[src/rtl/board_io_ctrl.sv]
// Board-level I/O and reset conditioning between the FPGA pins and the SoC core.
// Synchronises and debounces switches and buttons, emits one-cycle button-press
// pulses, sequences the core reset from PLL lock, and drives LEDs through a
// brightness-controlled PWM.
module board_io_ctrl #(
   parameter int N_SW            = 16,
   parameter int N_BTN           = 5,
   parameter int N_LED           = 16,
   parameter int DEBOUNCE_CYCLES = 100000,
   parameter int RST_HOLD_CYCLES = 16,
   parameter int PWM_W           = 4
) (
   input  logic               clk_i,
   input  logic               rst_i,
   input  logic               pll_locked_i,
   output logic               sys_rst_o,
   input  logic [N_SW-1:0]    sw_i,
   input  logic [N_BTN-1:0]   btn_i,
   output logic [N_SW-1:0]    sw_o,
   output logic [N_BTN-1:0]   btn_o,
   output logic [N_BTN-1:0]   btn_rise_o,
   input  logic [N_LED-1:0]   led_i,
   input  logic [PWM_W-1:0]   led_bright_i,
   output logic [N_LED-1:0]   led_o
);

   localparam int DB_W = $clog2(DEBOUNCE_CYCLES + 1);
   localparam logic [DB_W-1:0] DB_LAST = DB_W'(DEBOUNCE_CYCLES - 1);
   localparam int HOLD_W = $clog2(RST_HOLD_CYCLES + 1);
   localparam logic [HOLD_W-1:0] HOLD_LAST = HOLD_W'(RST_HOLD_CYCLES - 1);
   localparam logic [PWM_W-1:0] PWM_FULL = '1;

   typedef enum logic [1:0] {
      RST_ASSERT,
      RST_HOLD,
      RUN
   } rst_state_t;

   logic [N_SW-1:0]   sw_meta, sw_sync;
   logic [N_BTN-1:0]  btn_meta, btn_sync;
   logic              lock_meta, lock_sync;
   logic [N_BTN-1:0]  btn_prev;
   rst_state_t        state, state_next;
   logic [HOLD_W-1:0] hold_cnt, hold_cnt_next;
   logic [PWM_W-1:0]  pwm_cnt;
   logic              pwm_on;

   // Two-flop synchronisers for every asynchronous pin, including PLL lock
   always_ff @(posedge clk_i) begin
      if (rst_i) begin
         sw_meta   <= '0;
         sw_sync   <= '0;
         btn_meta  <= '0;
         btn_sync  <= '0;
         lock_meta <= 1'b0;
         lock_sync <= 1'b0;
      end else begin
         sw_meta   <= sw_i;
         sw_sync   <= sw_meta;
         btn_meta  <= btn_i;
         btn_sync  <= btn_meta;
         lock_meta <= pll_locked_i;
         lock_sync <= lock_meta;
      end
   end

   genvar gi;

   // Switch debounce: a new level is accepted only after it has been seen on
   // DEBOUNCE_CYCLES consecutive edges; any return to the old level restarts the count
   for (gi = 0; gi < N_SW; gi++) begin : g_sw_db
      logic [DB_W-1:0] cnt;
      logic            stable;
      always_ff @(posedge clk_i) begin
         if (rst_i) begin
            cnt    <= '0;
            stable <= 1'b0;
         end else if (sw_sync[gi] == stable) begin
            cnt <= '0;
         end else if (cnt == DB_LAST) begin
            stable <= sw_sync[gi];
            cnt    <= '0;
         end else begin
            cnt <= cnt + DB_W'(1);
         end
      end
      assign sw_o[gi] = stable;
   end

   // Button debounce, same acceptance rule as the switches
   for (gi = 0; gi < N_BTN; gi++) begin : g_btn_db
      logic [DB_W-1:0] cnt;
      logic            stable;
      always_ff @(posedge clk_i) begin
         if (rst_i) begin
            cnt    <= '0;
            stable <= 1'b0;
         end else if (btn_sync[gi] == stable) begin
            cnt <= '0;
         end else if (cnt == DB_LAST) begin
            stable <= btn_sync[gi];
            cnt    <= '0;
         end else begin
            cnt <= cnt + DB_W'(1);
         end
      end
      assign btn_o[gi] = stable;
   end

   // Rising-edge pulses on the debounced buttons, one cycle after the level rises
   always_ff @(posedge clk_i) begin
      if (rst_i) begin
         btn_prev   <= '0;
         btn_rise_o <= '0;
      end else begin
         btn_prev   <= btn_o;
         btn_rise_o <= btn_o & ~btn_prev;
      end
   end

   // Reset sequencer state register; sys_rst_o follows the next state so lock
   // loss asserts the core reset in the same update that leaves RUN
   always_ff @(posedge clk_i) begin
      if (rst_i) begin
         state     <= RST_ASSERT;
         hold_cnt  <= '0;
         sys_rst_o <= 1'b1;
      end else begin
         state     <= state_next;
         hold_cnt  <= hold_cnt_next;
         sys_rst_o <= (state_next != RUN);
      end
   end

   // Reset sequencer next-state: wait for lock, hold for RST_HOLD_CYCLES, then run
   always_comb begin
      state_next    = state;
      hold_cnt_next = hold_cnt;
      case (state)
         RST_ASSERT: begin
            if (lock_sync) begin
               state_next    = RST_HOLD;
               hold_cnt_next = '0;
            end
         end
         RST_HOLD: begin
            if (!lock_sync) begin
               state_next = RST_ASSERT;
            end else if (hold_cnt == HOLD_LAST) begin
               state_next = RUN;
            end else begin
               hold_cnt_next = hold_cnt + HOLD_W'(1);
            end
         end
         RUN: begin
            if (!lock_sync) begin
               state_next = RST_ASSERT;
            end
         end
         default: begin
            state_next = RST_ASSERT;
         end
      endcase
   end

   // Full brightness bypasses the counter compare so there is no dark cycle at wrap
   assign pwm_on = (led_bright_i == PWM_FULL) || (pwm_cnt < led_bright_i);

   // Free-running PWM counter and registered LED drive
   always_ff @(posedge clk_i) begin
      if (rst_i) begin
         pwm_cnt <= '0;
         led_o   <= '0;
      end else begin
         pwm_cnt <= pwm_cnt + PWM_W'(1);
         led_o   <= led_i & {N_LED{pwm_on}};
      end
   end

endmodule

[config.mk]
export PLATFORM = sky130hd
export DESIGN_NAME = board_io_ctrl
export DESIGN_NICKNAME = d
export VERILOG_FILES = /design/src/rtl/board_io_ctrl.sv
export SDC_FILE = /design/constraint.sdc
export NUM_CORES = 1
export LEC_CHECK = 0
export BUFFER_PORTS_ARGS = -buffer_cell sky130_fd_sc_hd__buf_4
export CAP_MARGIN = 20
export CORE_ASPECT_RATIO = 1.5
export CORE_MARGIN = 2
export CORE_UTILIZATION = 55
export DETAILED_ROUTE_END_ITERATION = 10
export HOLD_SLACK_MARGIN = 0.1
export PLACE_DENSITY = 0.8
export SLEW_MARGIN = 15
export SYNTH_ARGS = -nofsm -noshare
export SYNTH_HDL_FRONTEND = slang
export SYNTH_SLANG_ARGS = --single-unit
[constraint.sdc]
create_clock -name clk_i -period 1.9 [get_ports clk_i]
set_input_delay 0.38 -clock clk_i [delete_from_list [all_inputs] [get_ports clk_i]]
set_output_delay 0.38 -clock clk_i [all_outputs]
set_load 0.1 [all_outputs]
==> results.json, run 1 <==
{
  "dieHeight_um": 235,
  "dieArea_sq_mm": 0.0372,
  "io_pins": 87,
  "grt_overflow": 0,
  "skew_ns": 0.0190,
  "cp-start-kind": "flip-flop",
  "hold_slack_ns": 0.133,
  "relSlewSlack_pct": 61.7,
  "fin_area_sq_mm": 0.0227,
  "io_buffers": 86,
  "slew_viol_final": 0,
  "setup_viol": 0,
  "gpl.final_weighted_congestion": 0.891,
  "hold_path.class": "input pin to flip-flop",
  "nets": 2410,
  "synth.most_common_cell": "dfxtp_1",
  "initialDrtViolationCount": 1051,
  "seq_area_frac_synth_pct": 47.0,
  "firstDrtPassIters": 5,
  "antenna_left": 0,
  "pre_cts_ws_ns": 0.0548,
  "core_area_sq_mm": 0.0351,
  "crit_chain": "or4_1 > or3_4 > or3_1 > a21oi_1",
  "cts_root_buffer": "clkbuf_16",
  "cp.buffers_inverters": 0,
  "synth_seq_cells": 460,
  "synth_enable_flop_cells": 0,
  "fmax_mhz": 543,
  "p_per_area_mw_per_mm2": 836,
  "grt_pass1_wl_um": 67500,
  "syn_area_per_cell_sq_um": 8.91,
  "cts_tree": "built",
  "tightest_slew_ns": 0.569,
  "numCtsBuffers": 43,
  "status": "finished, final reports clean",
  "antenna_found_initial": 1,
  "grt_max_degree": 42,
  "crit_fanout": 4,
  "crit_type": "flip-flop to flip-flop",
  "avgViaCountPerCell": 5.53,
  "globalRouteTotalUtil_pct": 21.1,
  "initial_core_util_pct": 55.8,
  "p_leak_uw": 0.00744,
  "fin_crit_ns": 1.84,
  "cts_setup_buffers": 0,
  "fill_cells": 2884,
  "yosys.area.top_type_share_pct": 47.0,
  "wirelength_um": 39500,
  "place_area_sq_mm": 0.0209,
  "mappedNetlistArea_sq_mm": 0.0196,
  "ir_drop_v": 0.000920,
  "grt_setup_unrepaired": "no",
  "row_count": 84,
  "syn2layout_area_growth_pct": 16.0,
  "dpl.hpwl_um": 26800,
  "yosys.area.top_type": "dfxtp_1",
  "num_vias": 15700,
  "syn_nets": 2270,
  "ys_top_cells_by_count": "dfxtp_1 (460), nor2_1 (361), xnor2_1 (177), nand3_1 (156), xor2_1 (126)",
  "hold_viol_final": 0,
  "async_reset_ff_share_pct": 0,
  "setup_ws_ns": 0.0582,
  "post-route-drc-count": 0,
  "yosysUniqueCellTypes": 51,
  "clockBufferDepth": 3,
  "crit_path_top_delay_cell": "or4_1",
  "crit_arrival_ns": 2.31,
  "endpoint_kind": "flip-flop",
  "critical_path.max_stage_delay_ns": 0.53,
  "period_share_pct": 96.9,
  "cts_max_level": 2,
  "cap_violations": 0,
  "die_x_um": 158,
  "grt_pass1_vias": 15600,
  "layout-drive-gt1-share_pct": 9.75,
  "critical-path-top-delay-family": "simple AND/OR/NAND/NOR gates",
  "netlist_instances": 2199,
  "synthTopCellsByArea": "dfxtp_1 (47%), xnor2_1 (7.9%), nor2_1 (6.9%)",
  "setup_tns_ns": 0,
  "dominantRegCellSynth": "dfxtp_1",
  "cts.sinks": 460,
  "worst-endpoint-required_ns": 2.37,
  "clkTransAtPathRegs_ns": 0.07,
  "wire_per_inst_um": 13.9,
  "fin_util_pct": 64.8,
  "clock_latency_ns": 0.55,
  "synth_warnings": 0
}
-- routing by layer --
layer	routed length (um)	vias to the layer above	part of all wire [%]	GRT usage (%)
li1	-	7883	-	-
met2	20700	299	52	39.7
met4	1330	0	3.4	8.74
met5	0	-	0	0
met1	16200	7427	41	23.0
met3	1270	101	3.2	3.17
-- worst paths after layout --
path	endpoint	slack, ns	cells after the start	from
setup reg to reg	g_sw_db[7].stable	0.06	4	g_sw_db[7].cnt[5]
hold / removal	sw_meta[6]	0.13	2	sw_i[6]
setup / recovery	g_sw_db[7].stable	0.06	4	g_sw_db[7].cnt[5]
hold reg to reg	btn_rise_o[4]	0.38	1	btn_prev[4]
-- power by group --
group          leakage [uW]  total, uW  internal [uW]  switching [uW]
combinational       0.00304        724            264             460
sequential          0.00372       9790           9740            52.2
clock              0.000679       8490           4920            3570
total               0.00744      19000          14900            4080
-- through the flow --
step	instances	power, uW
after floorplan	2199	10400
after global placement	2730	10600
after detailed placement	2730	10700
after CTS	2842	19200
after global routing	2843	19600
final	2843	19000
-- state kept, by name (all words and copies together), names as in the netlist --
name	flops
btn_meta	5
btn_prev	5
btn_rise_o	5
btn_sync	5
g_btn_db.cnt	85
g_btn_db.stable	5
g_sw_db.cnt	272
g_sw_db.stable	16
hold_cnt	5
led_o	16
lock_meta	1
lock_sync	1
pwm_cnt	4
state	2
sw_meta	16
sw_sync	16
sys_rst_o	1
-- worst register-to-register path: stages (launching register included) --
cell,delay (ns)
dfxtp_1,0.34
or4_1,0.53
or3_4,0.42
or3_1,0.37
a21oi_1,0.12
-- cells by family after synthesis --
group | share of synthesized area [%]
AND/OR/NAND/NOR | 29.6
flip-flops | 47.0
AO/OA/AOI/OAI | 3.90
multiplexers | 0.715
buffers and inverters | 3.53
XOR/XNOR | 13.5
adder cells (fa/ha/maj) | 1.72
-- area by class of cell --
| type | instances | area [sq um] | area share [%] |
|---|---|---|---|
| Antenna cell | 1 | 2.50 | 0.0110 |
| Timing Repair Buffer | 183 | 1570 | 6.89 |
| Tap cell | 473 | 592 | 2.60 |
| Clock inverter | 13 | 133 | 0.583 |
| Sequential cell | 460 | 9210 | 40.5 |
| Clock buffer | 62 | 1270 | 5.59 |
| Inverter | 68 | 255 | 1.12 |
| Multi-Input combinational cell | 1583 | 9700 | 42.7 |
-- timing repair --
action / 4_1_cts / 5_1_grt
setup endpoints to repair: 0 / 1
hold buffers: 37 / 0
hold endpoints to repair: 37 / 0
gates resized for setup: 0 / 4
-- cell usage in the layout (no fill, tap or decap), types with 26 or more instances in the layout --
cell / n
nor2b_1: 57
nor4_1: 77
o21ai_0: 35
inv_1: 67
ha_1: 26
or3_1: 37
nand3_1: 155
dlygate4sd3_1: 37
a21oi_1: 43
xor2_1: 126
xnor2_1: 177
dfxtp_1: 460
and3_1: 38
nand4_1: 116
nand2_1: 103
buf_4: 138
nor3_1: 59
clkbuf_16: 45
nor2_1: 361
No activity file was read; power rests on OpenSTA's default activity.
==> run 2: changes to the inputs <==
CELL_PAD_IN_SITES_DETAIL_PLACEMENT = 1   (was unset)
CELL_PAD_IN_SITES_GLOBAL_PLACEMENT = 2   (was unset)
CORE_UTILIZATION = 35   (was 55)
PLACE_DENSITY = 0.81   (was 0.8)
SLEW_MARGIN = 40   (was 15)
==> results.json, run 2 (synthesis gave the netlist of run 1 again) <==
{
  "fin_util_pct": 42.0,
  "final_common_cell": "dfxtp_1",
  "cap_violations": 0,
  "hold_path.class": "input pin to flip-flop",
  "p_leak_uw": 0.00764,
  "initialDrtViolationCount": 476,
  "grt_overflow": 0,
  "wirelength_um": 45600,
  "cts.sinks": 460,
  "num_vias": 15900,
  "crit_chain": "or4_1 > or3_4 > or3_1 > a21oi_1",
  "post-route-drc-count": 0,
  "fin_crit_ns": 1.81,
  "cp-start-kind": "flip-flop",
  "grt_max_degree": 46,
  "relSlewSlack_pct": 58.6,
  "wire_per_inst_um": 14.7,
  "hold_viol_final": 0,
  "nets": 2438,
  "io_pins": 87,
  "antenna_left": 0,
  "p_sw_uw": 4360,
  "clockBufferDepth": 3,
  "critical-path-top-delay-family": "simple AND/OR/NAND/NOR gates",
  "initial_core_util_pct": 35.3,
  "clkTransAtPathRegs_ns": 0.06,
  "crit_path_top_delay_cell": "or4_1",
  "p_comb_share_pct": 3.8,
  "cts_resized": 0,
  "crit_fanout": 4,
  "fin_area_sq_mm": 0.0233,
  "fmax_mhz": 553,
  "tightest_slew_ns": 0.619,
  "r2r_end": "g_sw_db[7].stable",
  "p_per_area_mw_per_mm2": 848,
  "layout-drive-gt1-share_pct": 10.7,
  "skew_ns": 0.0201,
  "dieHeight_um": 294,
  "seqPwrFrac_pct": 49.5,
  "row_count": 106,
  "fill_cells": 6450,
  "dp_cells": 2982,
  "grt_pass1_vias": 16800,
  "r2r_start": "g_sw_db[7].cnt[5]",
  "syn2layout_area_growth_pct": 19.2,
  "top_regs": "g_sw_db.cnt: 272 flops, g_btn_db.cnt: 85 flops",
  "regMostFlops": "g_sw_db.cnt",
  "worst-endpoint-required_ns": 2.40,
  "endpoint_kind": "flip-flop",
  "rr_worst_depth": 4,
  "place_area_sq_mm": 0.0214,
  "dieArea_sq_mm": 0.0579,
  "status": "finished, final reports clean",
  "min_path_cells": 3,
  "hp-start": "rst_i",
  "dpl.hpwl_um": 32500,
  "cts_tree": "built",
  "numCtsBuffers": 47,
  "ir_drop_v": 0.000605,
  "globalRouteTotalUtil_pct": 16.0,
  "grt_pass1_wl_um": 78700,
  "grt_setup_unrepaired": "no",
  "crit_arrival_ns": 2.30,
  "cts_root_buffer": "clkbuf_16",
  "rrSetupSlack_ns": 0.09,
  "gpl.final_weighted_congestion": 0.791,
  "firstDrtPassIters": 4,
  "largest_reg_flops": 272,
  "period_share_pct": 95.1,
  "core_area_sq_mm": 0.0556,
  "swShare_pct": 22.0,
  "antenna_found_initial": 2,
  "critical_path.max_stage_delay_ns": 0.52,
  "cp.buffers_inverters": 0,
  "mostFrequentLayoutCells": "dfxtp_1 (460), nor2_1 (361), xnor2_1 (177), buf_4 (160), nand3_1 (156)",
  "min_to": "pwm_cnt[0]",
  "hold_slack_ns": 0.262,
  "slew_viol_final": 0,
  "crit_type": "flip-flop to flip-flop",
  "clock_latency_ns": 0.58,
  "final_cells": 3104,
  "avgViaCountPerCell": 5.11,
  "setup_viol": 0,
  "intPower_uw": 15400,
  "cts_max_level": 2,
  "pwr-share-clk_pct": 46.7,
  "io_buffers": 86,
  "die_x_um": 197
}
[run 2: area by class of cell]
class                   count  area [sq um]  share of cell area [%]
flip-flops and latches    460          9210                    39.4
clock inverters            12           144                   0.616
diodes                      2          5.00                  0.0214
well taps                 702           878                    3.76
clock buffers              70          1390                    5.93
repair buffers            207          1760                    7.55
multi-input cells        1583          9710                    41.6
inverters                  68           255                    1.09
[run 2: routing by layer]
layer  vias to the layer above  GRT usage [%]  wire (um)
li1                       7932              -          -
met2                       144           30.9      24000
met3                        70           2.76       1500
met1                      7709           17.7      18900
met5                         -              0          0
met4                         0           4.93       1210
[run 2: worst max path at each step]
stage / cells past startpoint / slack (ns) / end / startpoint
after floorplan: 7 / 0.03 / g_sw_db[4].cnt[10] / g_sw_db[4].cnt[0]
after global placement: 6 / -0.1 / led_o[0] / led_bright_i[1]
after detailed placement: 6 / 0.06 / led_o[6] / led_bright_i[1]
after CTS: 4 / 0.05 / g_sw_db[7].stable / g_sw_db[7].cnt[5]
after global routing: 4 / 0.004 / g_sw_db[7].stable / g_sw_db[7].cnt[5]
final: 4 / 0.09 / g_sw_db[7].stable / g_sw_db[7].cnt[5]
[run 2: through the flow]
step	total power [uW]	TNS [ns]	setup WS, ns
final	19800	0	0.0924
after global routing	20600	0	0.00398
after CTS	20200	0	0.0546
after detailed placement	10700	0	0.0637
after global placement	10700	-1.47	-0.0975
after floorplan	10400	0	0.0297
[run 2: timing repair]
| item | in CTS | in global routing |
|---|---|---|
| hold buffers | 38 | 0 |
| hold endpoints to repair | 38 | 0 |
| buffers inserted | 0 | 0 |
| setup endpoints to repair | 0 | 1 |
[run 2: worst reg2reg max path, cell delays in order, from the launching register on]
cell and delay [ns]:
dfxtp_1 0.33, or4_1 0.52, or3_4 0.41, or3_1 0.36, a21oi_1 0.12
[run 2: power by group through the flow]
| stage | logic, uW | clock network, uW | registers (uW) |
|---|---|---|---|
| after detailed placement | 705 | 0 | 10000 |
| after global routing | 814 | 9990 | 9800 |
| after floorplan | 198 | 0 | 10200 |
| after global placement | 687 | 0 | 10000 |
| after CTS | 770 | 9630 | 9790 |
| final | 756 | 9250 | 9790 |
==> run 3: changes to the inputs <==
GPL_TIMING_DRIVEN = 0   (was unset)
==> results.json, run 3 (synthesis gave the netlist of run 1 again) <==
{
  "initial_core_util_pct": 35.3,
  "rrSetupSlack_ns": 0.05,
  "post-route-drc-count": 0,
  "p_per_area_mw_per_mm2": 845,
  "swShare_pct": 22.7,
  "regMostFlops": "g_sw_db.cnt",
  "cap_violations": 0,
  "cp-start-kind": "flip-flop",
  "grt_overflow": 0,
  "r2r_start": "g_sw_db[1].cnt[13]",
  "cts_tree": "built",
  "crit_chain": "or4_1 > or3_4 > or3_1 > a21oi_1",
  "endpoint_kind": "flip-flop",
  "rr_worst_depth": 4,
  "r2r_end": "g_sw_db[1].stable",
  "p_sw_uw": 4520,
  "fin_util_pct": 42.4,
  "cp.buffers_inverters": 0,
  "crit_fanout": 4,
  "gpl.final_weighted_congestion": 0.812,
  "clkTransAtPathRegs_ns": 0.06,
  "initialDrtViolationCount": 541,
  "die_x_um": 197,
  "setup_viol": 0,
  "syn2layout_area_growth_pct": 20.2,
  "min_to": "led_o[1]",
  "crit_arrival_ns": 2.36,
  "slew_viol_final": 0,
  "cts.sinks": 460,
  "grt_pass1_vias": 16900,
  "cts_max_level": 2,
  "grt_max_degree": 15,
  "min_path_cells": 4,
  "hp-start": "rst_i",
  "io_pins": 87,
  "dp_cells": 2988,
  "pwr-share-clk_pct": 46.7,
  "core_area_sq_mm": 0.0556,
  "dieArea_sq_mm": 0.0579,
  "grt_pass1_wl_um": 82500,
  "largest_reg_flops": 272,
  "cts_root_buffer": "clkbuf_16",
  "hold_viol_final": 0,
  "worst-endpoint-required_ns": 2.41,
  "top_regs": "g_sw_db.cnt: 272 flops, g_btn_db.cnt: 85 flops",
  "final_common_cell": "dfxtp_1",
  "clock_latency_ns": 0.58,
  "hold_slack_ns": 0.286,
  "globalRouteTotalUtil_pct": 17.2,
  "p_comb_share_pct": 4.0,
  "layout-drive-gt1-share_pct": 12.8,
  "period_share_pct": 97.1,
  "crit_path_top_delay_cell": "or4_1",
  "final_cells": 3115,
  "dpl.hpwl_um": 35200,
  "mostFrequentLayoutCells": "dfxtp_1 (447), nor2_1 (361), xnor2_1 (177), nand3_1 (147), buf_4 (133)",
  "fin_crit_ns": 1.85,
  "critical_path.max_stage_delay_ns": 0.55,
  "power_uw": 19900,
  "place_area_sq_mm": 0.0211,
  "io_buffers": 86,
  "dieHeight_um": 294,
  "crit_type": "flip-flop to flip-flop",
  "relSlewSlack_pct": 51.8,
  "skew_ns": 0.0188,
  "avgViaCountPerCell": 5.10,
  "ir_drop_v": 0.000717,
  "status": "finished, final reports clean",
  "row_count": 106,
  "p_leak_uw": 0.00757,
  "critical-path-top-delay-family": "simple AND/OR/NAND/NOR gates",
  "fin_area_sq_mm": 0.0235,
  "wirelength_um": 49600,
  "tightest_slew_ns": 0.724,
  "nets": 2448,
  "numCtsBuffers": 47,
  "antenna_left": 0,
  "num_vias": 15900,
  "firstDrtPassIters": 4,
  "wire_per_inst_um": 15.9,
  "seqPwrFrac_pct": 49.3,
  "fmax_mhz": 542,
  "intPower_uw": 15400,
  "clockBufferDepth": 3,
  "antenna_found_initial": 0,
  "hold_path.class": "input pin to flip-flop",
  "grt_setup_unrepaired": "no"
}
[run 3: stage by stage]
step / TNS (ns) / setup WS, ns
6_report: 0 / 0.0548
5_1_grt: 0 / 0.000119
4_1_cts: 0 / 0.00115
3_5_place_dp: -122.88 / -1.31
3_3_place_gp: -182.58 / -1.23
2_1_floorplan: 0 / 0.0297
[run 3: area by class of cell]
type                       count  area (sq um)
antenna                        1          2.50
fill                        6392         32000
multi-input combinational   1583         10000
timing repair buffer         146          1200
buffer                        71           448
sequential                   460          9230
tap                          702           878
clock inverter                16           168
clock buffer                  68          1360
inverter                      68           255
[run 3: worst max-delay path by stage]
stage,from,depth (start not counted),slack [ns],endpoint
6_report,g_sw_db[1].cnt[13],4,0.05,g_sw_db[1].stable
5_1_grt,g_sw_db[2].cnt[5],6,0.0001,g_sw_db[2].cnt[9]
4_1_cts,g_sw_db[14].cnt[0],6,0.001,g_sw_db[14].cnt[7]
3_5_place_dp,rst_i,6,-1.31,pwm_cnt[2]
3_3_place_gp,led_bright_i[1],7,-1.23,led_o[12]
2_1_floorplan,g_sw_db[4].cnt[0],7,0.03,g_sw_db[4].cnt[10]
[run 3: worst min-delay path, delay by kind of cell]
| kind | cells | cell delay, ns |
|---|---|---|
| compound gates | 2 | 0.26 |
| buf+inv | 1 | 0.11 |
| simple gates | 1 | 0.05 |
[run 3: power groups by stage]
| stage | clock (uW) | sequential, uW | combinational [uW] |
|---|---|---|---|
| after detailed placement | 0 | 10000 | 710 |
| final | 9290 | 9800 | 804 |
| after global routing | 10000 | 9800 | 860 |
| after floorplan | 0 | 10200 | 198 |
| after global placement | 0 | 10000 | 691 |
| after CTS | 9630 | 9800 | 798 |
[run 3: layer usage]
metal / vias up / part of all wire, % / GRT usage (%)
met2: 167 / 53 / 32.9
li1: 7961 / - / -
met3: 60 / 3.5 / 2.61
met1: 7699 / 42 / 19.5
met5: - / 0 / 0
met4: 0 / 2.2 / 5.15
[run 3: repair_timing]
action | CTS | global route
pin swaps | 11 | 8
setup endpoints to repair | 260 | 223
setup buffers | 11 | 9
hold buffers | 38 | 0
endpoints found under the hold margin | 38 | 0
gates resized for setup | 61 | 63
cloned | 0 | 1
